--- config.mk ---
export PLATFORM = sky130hd
export DESIGN_NAME = trace_capture_unit
export DESIGN_NICKNAME = d
export VERILOG_FILES = /design/src/rtl/trace_pkg.sv /design/src/rtl/trace_fifo.sv /design/src/rtl/trace_capture_unit.sv
export SDC_FILE = /design/constraint.sdc
export NUM_CORES = 2
export LEC_CHECK = 0
export BUFFER_PORTS_ARGS = -buffer_cell sky130_fd_sc_hd__buf_2
export CAP_MARGIN = 20
export CORE_MARGIN = 3
export CORE_UTILIZATION = 30
export DETAILED_ROUTE_END_ITERATION = 8
export HOLD_SLACK_MARGIN = 0.15
export PLACE_DENSITY = 0.54
export SLEW_MARGIN = 20
export SYNTH_ARGS = -nofsm -noshare
export SYNTH_HDL_FRONTEND = slang
export SYNTH_SLANG_ARGS = --single-unit
--- constraint.sdc ---
create_clock -name clk -period 9.1 [get_ports clk]
set_input_delay 0.455 -clock clk [delete_from_list [all_inputs] [get_ports clk]]
set_output_delay 0.455 -clock clk [all_outputs]
set_load 0.02 [all_outputs]
--- src/rtl/trace_pkg.sv ---
// Shared types for the commit-trace recorder: record kinds, the default record
// layout, lane count and FSM states.
package trace_pkg;

    localparam int REC_ADDR_W  = 16;
    localparam int REC_DATA_W  = 16;
    localparam int REC_CNT_W   = 32;
    localparam int TRACE_LANES = 3;

    typedef enum logic [1:0] {
        KIND_REG   = 2'd0,
        KIND_LOAD  = 2'd1,
        KIND_STORE = 2'd2,
        KIND_HALT  = 2'd3
    } trace_kind_e;

    // Field order matches the packed record vector used inside the recorder.
    typedef struct packed {
        trace_kind_e             kind;
        logic [REC_ADDR_W-1:0]   addr;
        logic [REC_DATA_W-1:0]   data;
        logic [REC_CNT_W-1:0]    cycle;
    } trace_rec_t;

    typedef enum logic [1:0] {
        ST_IDLE,
        ST_RUN,
        ST_DRAIN,
        ST_DONE
    } trace_state_e;

endpackage

--- src/rtl/trace_fifo.sv ---
// Record FIFO: three prioritised write lanes per cycle, one first-word-fall-through
// read. Pointers carry an extra MSB so full and empty are distinguishable.
module trace_fifo
    import trace_pkg::*;
#(
    parameter int W     = 66,
    parameter int DEPTH = 16
) (
    input  logic                          clk,
    input  logic                          rst_n,
    input  logic [TRACE_LANES-1:0]        wr_valid,
    input  logic [TRACE_LANES-1:0][W-1:0] wr_data,
    output logic [1:0]                    wr_accepted,
    output logic                          rd_valid,
    input  logic                          rd_ready,
    output logic [W-1:0]                  rd_data
);

    localparam int AW = $clog2(DEPTH);

    logic [W-1:0]           mem [DEPTH];
    logic [AW:0]            wr_ptr_reg;
    logic [AW:0]            rd_ptr_reg;
    logic [AW:0]            used;
    logic [AW:0]            free;
    logic [AW:0]            n_take;
    logic [AW:0]            rank [TRACE_LANES];
    logic [TRACE_LANES-1:0] take;
    logic                   pop;

    function automatic logic [AW:0] ones(input logic [TRACE_LANES-1:0] v);
        logic [AW:0] n;
        n = '0;
        for (int i = 0; i < TRACE_LANES; i++) begin
            n = n + {{AW{1'b0}}, v[i]};
        end
        return n;
    endfunction

    // Free space uses pre-pop occupancy; a same-cycle pop frees nothing yet.
    assign used = wr_ptr_reg - rd_ptr_reg;
    assign free = (AW+1)'(DEPTH) - used;

    // Valid lanes are packed into consecutive slots; a lane lands only if
    // the slots taken by earlier valid lanes still leave room for it.
    generate
        for (genvar gi = 0; gi < TRACE_LANES; gi++) begin : g_lane
            localparam logic [TRACE_LANES-1:0] BELOW = TRACE_LANES'((1 << gi) - 1);
            assign rank[gi] = ones(wr_valid & BELOW);
            assign take[gi] = wr_valid[gi] && (rank[gi] < free);
        end
    endgenerate

    assign n_take      = ones(take);
    assign wr_accepted = n_take[1:0];
    assign rd_valid    = (used != '0);
    assign pop         = rd_valid && rd_ready;
    assign rd_data     = rd_valid ? mem[rd_ptr_reg[AW-1:0]] : '0;

    always_ff @(posedge clk) begin
        if (!rst_n) begin
            wr_ptr_reg <= '0;
            rd_ptr_reg <= '0;
        end else begin
            wr_ptr_reg <= wr_ptr_reg + n_take;
            if (pop) begin
                rd_ptr_reg <= rd_ptr_reg + (AW+1)'(1);
            end
        end
    end

    always_ff @(posedge clk) begin
        for (int i = 0; i < TRACE_LANES; i++) begin
            if (take[i]) begin
                mem[AW'(wr_ptr_reg + rank[i])] <= wr_data[i];
            end
        end
    end

endmodule

--- src/rtl/trace_capture_unit.sv ---
// Commit-trace recorder: packs REG/LOAD/STORE/HALT events into timestamped records
// and keeps instruction/cycle/drop statistics. Watchdog built only with TRACE_WATCHDOG_EN.
module trace_capture_unit
    import trace_pkg::*;
#(
    parameter int DATA_W     = 16,
    parameter int ADDR_W     = 16,
    parameter int REG_W      = 4,
    parameter int DEPTH      = 16,
    parameter int CNT_W      = 32,
    parameter int WDOG_LIMIT = 100000
) (
    input  logic              clk,
    input  logic              rst_n,
    input  logic              en,
    input  logic              wb_we,
    input  logic [REG_W-1:0]  wb_reg,
    input  logic [DATA_W-1:0] wb_data,
    input  logic              mem_rd,
    input  logic              mem_wr,
    input  logic [ADDR_W-1:0] mem_addr,
    input  logic [DATA_W-1:0] mem_wdata,
    input  logic [DATA_W-1:0] mem_rdata,
    input  logic              hlt,
    output logic              out_valid,
    input  logic              out_ready,
    output logic [1:0]        out_kind,
    output logic [ADDR_W-1:0] out_addr,
    output logic [DATA_W-1:0] out_data,
    output logic [CNT_W-1:0]  out_cycle,
    output logic [CNT_W-1:0]  inst_count,
    output logic [CNT_W-1:0]  cycle_count,
    output logic [CNT_W-1:0]  drop_count,
    output logic              done,
    output logic              timeout
);

    localparam int                REC_W   = 2 + ADDR_W + DATA_W + CNT_W;
    localparam logic [CNT_W-1:0]  CNT_MAX = '1;

    trace_state_e                         state_reg;
    logic [CNT_W-1:0]                     inst_count_reg;
    logic [CNT_W-1:0]                     cycle_count_reg;
    logic [CNT_W-1:0]                     drop_count_reg;
    logic [CNT_W-1:0]                     inst_next;
    logic [CNT_W-1:0]                     cycle_next;
    logic [CNT_W-1:0]                     drop_next;
    logic                                 done_reg;
    logic                                 timeout_reg;
    logic                                 run;
    logic                                 cap;
    logic                                 inst_inc;
    logic                                 wdog_fire;
    logic                                 fifo_valid;
    logic [TRACE_LANES-1:0]               ev;
    logic [TRACE_LANES-1:0][REC_W-1:0]    lane_rec;
    logic [1:0]                           accepted;
    logic [1:0]                           n_ev;
    logic [REC_W-1:0]                     head;
    trace_kind_e                          mem_kind;

    function automatic logic [CNT_W-1:0] sat_add(input logic [CNT_W-1:0] a, input logic [1:0] b);
        logic [CNT_W:0] s;
        s = {1'b0, a} + {{(CNT_W-1){1'b0}}, b};
        return s[CNT_W] ? CNT_MAX : s[CNT_W-1:0];
    endfunction

    assign run = (state_reg == ST_RUN);
    assign cap = run && en;

    // Lane order is the record order: REG, then LOAD/STORE, then HALT.
    assign ev       = {cap && hlt, cap && (mem_rd || mem_wr), cap && wb_we};
    assign n_ev     = {1'b0, ev[0]} + {1'b0, ev[1]} + {1'b0, ev[2]};
    assign inst_inc = cap && (hlt || wb_we || mem_wr);

    assign inst_next  = sat_add(inst_count_reg, {1'b0, inst_inc});
    assign cycle_next = sat_add(cycle_count_reg, 2'd1);
    assign drop_next  = sat_add(drop_count_reg, n_ev - accepted);

    assign mem_kind    = mem_wr ? KIND_STORE : KIND_LOAD;
    assign lane_rec[0] = {KIND_REG, ADDR_W'(wb_reg), wb_data, cycle_count_reg};
    assign lane_rec[1] = {mem_kind, mem_addr, (mem_wr ? mem_wdata : mem_rdata), cycle_count_reg};
    // HALT reports the count including the halt cycle itself.
    assign lane_rec[2] = {KIND_HALT, {ADDR_W{1'b0}}, inst_next[DATA_W-1:0], cycle_count_reg};

`ifdef TRACE_WATCHDOG_EN
    assign wdog_fire = run && (cycle_count_reg == CNT_W'(WDOG_LIMIT - 1));
`else
    logic unused_wdog;
    assign unused_wdog = ^CNT_W'(WDOG_LIMIT);
    assign wdog_fire   = 1'b0;
`endif

    trace_fifo #(
        .W     (REC_W),
        .DEPTH (DEPTH)
    ) u_fifo (
        .clk         (clk),
        .rst_n       (rst_n),
        .wr_valid    (ev),
        .wr_data     (lane_rec),
        .wr_accepted (accepted),
        .rd_valid    (fifo_valid),
        .rd_ready    (out_ready),
        .rd_data     (head)
    );

    always_ff @(posedge clk) begin
        if (!rst_n) begin
            state_reg       <= ST_IDLE;
            inst_count_reg  <= '0;
            cycle_count_reg <= '0;
            drop_count_reg  <= '0;
            done_reg        <= 1'b0;
            timeout_reg     <= 1'b0;
        end else begin
            case (state_reg)
                ST_IDLE: begin
                    if (en) begin
                        state_reg <= ST_RUN;
                    end
                end
                ST_RUN: begin
                    cycle_count_reg <= cycle_next;
                    inst_count_reg  <= inst_next;
                    drop_count_reg  <= drop_next;
                    if (wdog_fire) begin
                        timeout_reg <= 1'b1;
                    end
                    if (ev[2] || wdog_fire) begin
                        state_reg <= ST_DRAIN;
                    end
                end
                ST_DRAIN: begin
                    if (!fifo_valid) begin
                        state_reg <= ST_DONE;
                        done_reg  <= 1'b1;
                    end
                end
                default: begin
                    state_reg <= ST_DONE;
                end
            endcase
        end
    end

    assign out_valid                                = fifo_valid;
    assign {out_kind, out_addr, out_data, out_cycle} = head;
    assign inst_count                               = inst_count_reg;
    assign cycle_count                              = cycle_count_reg;
    assign drop_count                               = drop_count_reg;
    assign done                                     = done_reg;
    assign timeout                                  = timeout_reg;

endmodule

==> flow_metrics.py <==
metrics = {
    "logic_synthesis": {
        "syn_area_mm2": 0.05428,
        "synthArstFlopShare": 0,
        "ys_seq_area_frac": 0.5728,
        "syn_area_per_cell_um2": 12.84,
        "synth_top_cell_by_area": "edfxtp_1",
        "synth_warnings": 0,
        "synth.distinct_cells": 76,
        "synth_edf_count": 768,
        "synth_top_area_frac": 0.4249,
        "mappedNetlistNets": 4334,
        "synth-seq-cells": 1169,
        "synthTopCellsByArea": "edfxtp_1 42%, dfxtp_1 15%, mux4_2 14%",
        "syn_inst": 4227,
        "ys.flop_type": "edfxtp_1",
    },
    "finish": {
        "layout.cells.non_filler": 6787,
        "final_cell_mix": "768 x edfxtp_1, 397 x dfxtp_1, 330 x mux4_2",
        "areaGrowthSynthToFinish_pct": 15.07,
        "drive_gt1_frac": 0.2245,
        "nets": 4431,
        "fillers": 17440,
        "largest_reg_flops": 1056,
        "final_common_cell": "edfxtp_1",
    },
    "sta": {
        "finalSetupViolCount": 0,
        "worst_slew_pin_slew_ps": 1187,
        "skew_ps": 61.77,
        "clock.fmax_mhz": 129.4,
        "post-route-min-period_ps": 7726,
        "finalWorstSetupSlack_ps": 1374,
        "rsz0062_at_grt": "false",
        "drv_slew": 0,
        "final.setup.tns_ps": 0,
        "final_hold_viol_count": 0,
        "period_share": 0.8490,
        "slew_headroom": 0.2059,
    },
    "critical_path": {
        "required_ps": 9750,
        "endpoint_kind": "flop",
        "criticalPathCategory": "reg2reg",
        "cp-start-kind": "flop",
        "arrival_ps": 8370,
        "crit_fanout": 16,
    },
    "clock_network": {
        "clk_pin_slew_ps": 70,
        "cts_setup_buffers": 0,
        "cts_buffers": 119,
        "clock-sinks": 1169,
        "cts_max_path_buffers": 3,
        "clock_latency_ps": 770,
        "cts_tree": "done",
        "cts_max_level": 3,
        "clock-root-buffer": "clkbuf_16",
        "cts_resized": 0,
    },
    "power": {
        "power.leakage_nw": 20.99,
        "power_frac_seq": 0.386,
        "power_frac_comb": 0.291,
        "peakVddDrop_uv": 323.2,
        "clkPwrFrac": 0.322,
        "p_switching_mw": 5.292,
        "power.internal_mw": 10.44,
        "swShare": 0.3363,
        "powerDensity_mw_per_mm2": 251.9,
    },
    "floorplanning": {
        "start_util": 0.3029,
        "dieArea_mm2": 0.1861,
        "fp-row-count": 155,
        "fp.dieH_um": 431.3,
        "die_w_um": 431.3,
        "io_pins": 241,
        "core_mm2": 0.1792,
    },
    "global_route": {
        "grt.overflow.total": 0,
        "grt_pass1_vias": 37810,
        "grt_pass1_wl_um": 275200,
        "track_usage": 0.2020,
        "grt_max_degree": 111,
        "grt_antenna_before_repair": 29,
    },
    "detailed_routing": {
        "wirelength_um": 192300,
        "route.detailed.drc": 0,
        "antenna_left": 0,
        "via_per_inst": 5.679,
        "vias": 38540,
        "wire_per_inst_um": 28.33,
        "first_iter_violations": 4862,
        "drt_first_pass_iters": 9,
    },
    "placement": {
        "gp_congestion": 0.8776,
        "dpl.hpwl_um": 111200,
        "port_buffers": 239,
        "placed_cells": 6534,
        "dp_slack_ps": 1380,
    },
    "job": {
        "drv_cap": 0,
    },
    "min_path": {
        "min_path_type": "in2reg",
    },
    "run_status": {
        "outcome": "finished clean",
    },
}
-- cell usage after synthesis, types with 5 or more instances --
cell type and count:
nor2_1 204, a211o_1 7, o21ai_2 15, a21oi_1 321, fa_1 6, buf_4 15, and2_1 77, ha_1 25
o22ai_1 110, o21ai_1 6, nor3_1 44, edfxtp_1 768, o221ai_1 60, dfxtp_1 401, and3_1 31, mux2i_1 204
mux4_2 330, inv_1 25, o21ai_0 227, or4_1 5, nor2b_1 10, clkbuf_1 267, nand2b_1 14, o211ai_1 41
buf_2 88, xnor2_1 30, nand2_1 268, and4_1 11, a31oi_1 9, xor2_1 49, o211ai_2 7, buf_1 43
nand3_1 323, nand4_1 30, or3_1 7, a211oi_1 53, mux2_2 16, nor4_1 12
-- worst paths after layout --
path	start	depth (start not counted)	end	slack, ps
setup / recovery	u_fifo.wr_ptr_reg[1]$_SDFF_PN0_	21	drop_count[29]$_SDFFE_PN0N_	1370
hold / removal	wb_data[15]	3	u_fifo.mem[11][47]$_DFFE_PP_	270
hold reg to reg	u_fifo.mem[6][62]$_SDFFE_PP0P_	2	u_fifo.mem[6][62]$_SDFFE_PP0P_	460
setup reg to reg	u_fifo.wr_ptr_reg[1]$_SDFF_PN0_	21	drop_count[29]$_SDFFE_PN0N_	1370
-- timing repair --
action                     CTS  global route
hold endpoints to repair   248             0
hold buffers                23             0
setup endpoints to repair    0             0
-- logic make-up (layout without fill, tap and decap cells) --
kind of cell             Yosys count  count (layout)  share of synthesized area
AO/OA/AOI/OAI                    897             897                     0.1006
XOR/XNOR                          82              82                    0.01402
adder cells (fa/ha/maj)           31              31                   0.007976
buffers and inverters            443             639                    0.03384
flip-flops                      1169            1169                     0.5728
multiplexers                     550             550                     0.1779
other                              1              10                 0.00006909
AND/OR/NAND/NOR                 1054            1054                    0.09286
-- area by class of cell --
type / count / area, um2 / area share
Clock buffer: 154 / 3236 / 0.05180
Inverter: 29 / 111.4 / 0.001783
Sequential cell: 1169 / 31100 / 0.4980
Antenna cell: 9 / 22.52 / 0.0003606
Clock inverter: 66 / 760.7 / 0.01218
Tap cell: 2355 / 2947 / 0.04718
Timing Repair Buffer: 390 / 2429 / 0.03888
Multi-Input combinational cell: 2615 / 21850 / 0.3498
-- stage by stage --
stage	hold slack (ps)	instance area, um2	power (mW)	util
3_5_place_dp	456.5	58190	10.87	0.3247
3_3_place_gp	448.7	58170	10.83	0.3246
4_1_cts	208.6	62410	15.92	0.3483
2_1_floorplan	430.6	54280	9.120	-
6_report	268.1	62460	15.73	0.3485
5_1_grt	242.7	62450	16.38	0.3485
-- worst max-delay path, stage by stage (launching register included) --
cell and delay (ps):
dfxtp_1 660, inv_1 230, fa_1 530, ha_1 400, inv_1 90, ha_1 280
o21a_1 110, nor2_1 50, nor2_1 500, a21oi_1 310, fa_1 580, ha_1 340
fa_1 430, xnor2_1 150, xnor2_1 290, fa_1 290, and3_1 210, nand3_1 140
nor4_1 800, nand4_1 580, buf_4 400, a311oi_1 270
-- routing by layer --
layer	track usage	routed length [um]	vias up
li1	-	-	16500
met2	0.3328	92510	1907
met3	0.03309	14790	455
met4	0.08800	8880	0
met1	0.2627	76090	19680
met5	0	0	-
-- power by group through the flow --
stage | Combinational [mW] | Sequential [mW] | Clock, mW
floorplan | 3.03 | 6.09 | 0
global placement | 4.64 | 6.19 | 0
detailed placement | 4.67 | 6.20 | 0
CTS | 4.69 | 6.09 | 5.15
global route | 4.91 | 6.11 | 5.37
finish | 4.59 | 6.08 | 5.07
No activity file was read; power rests on OpenSTA's default activity.
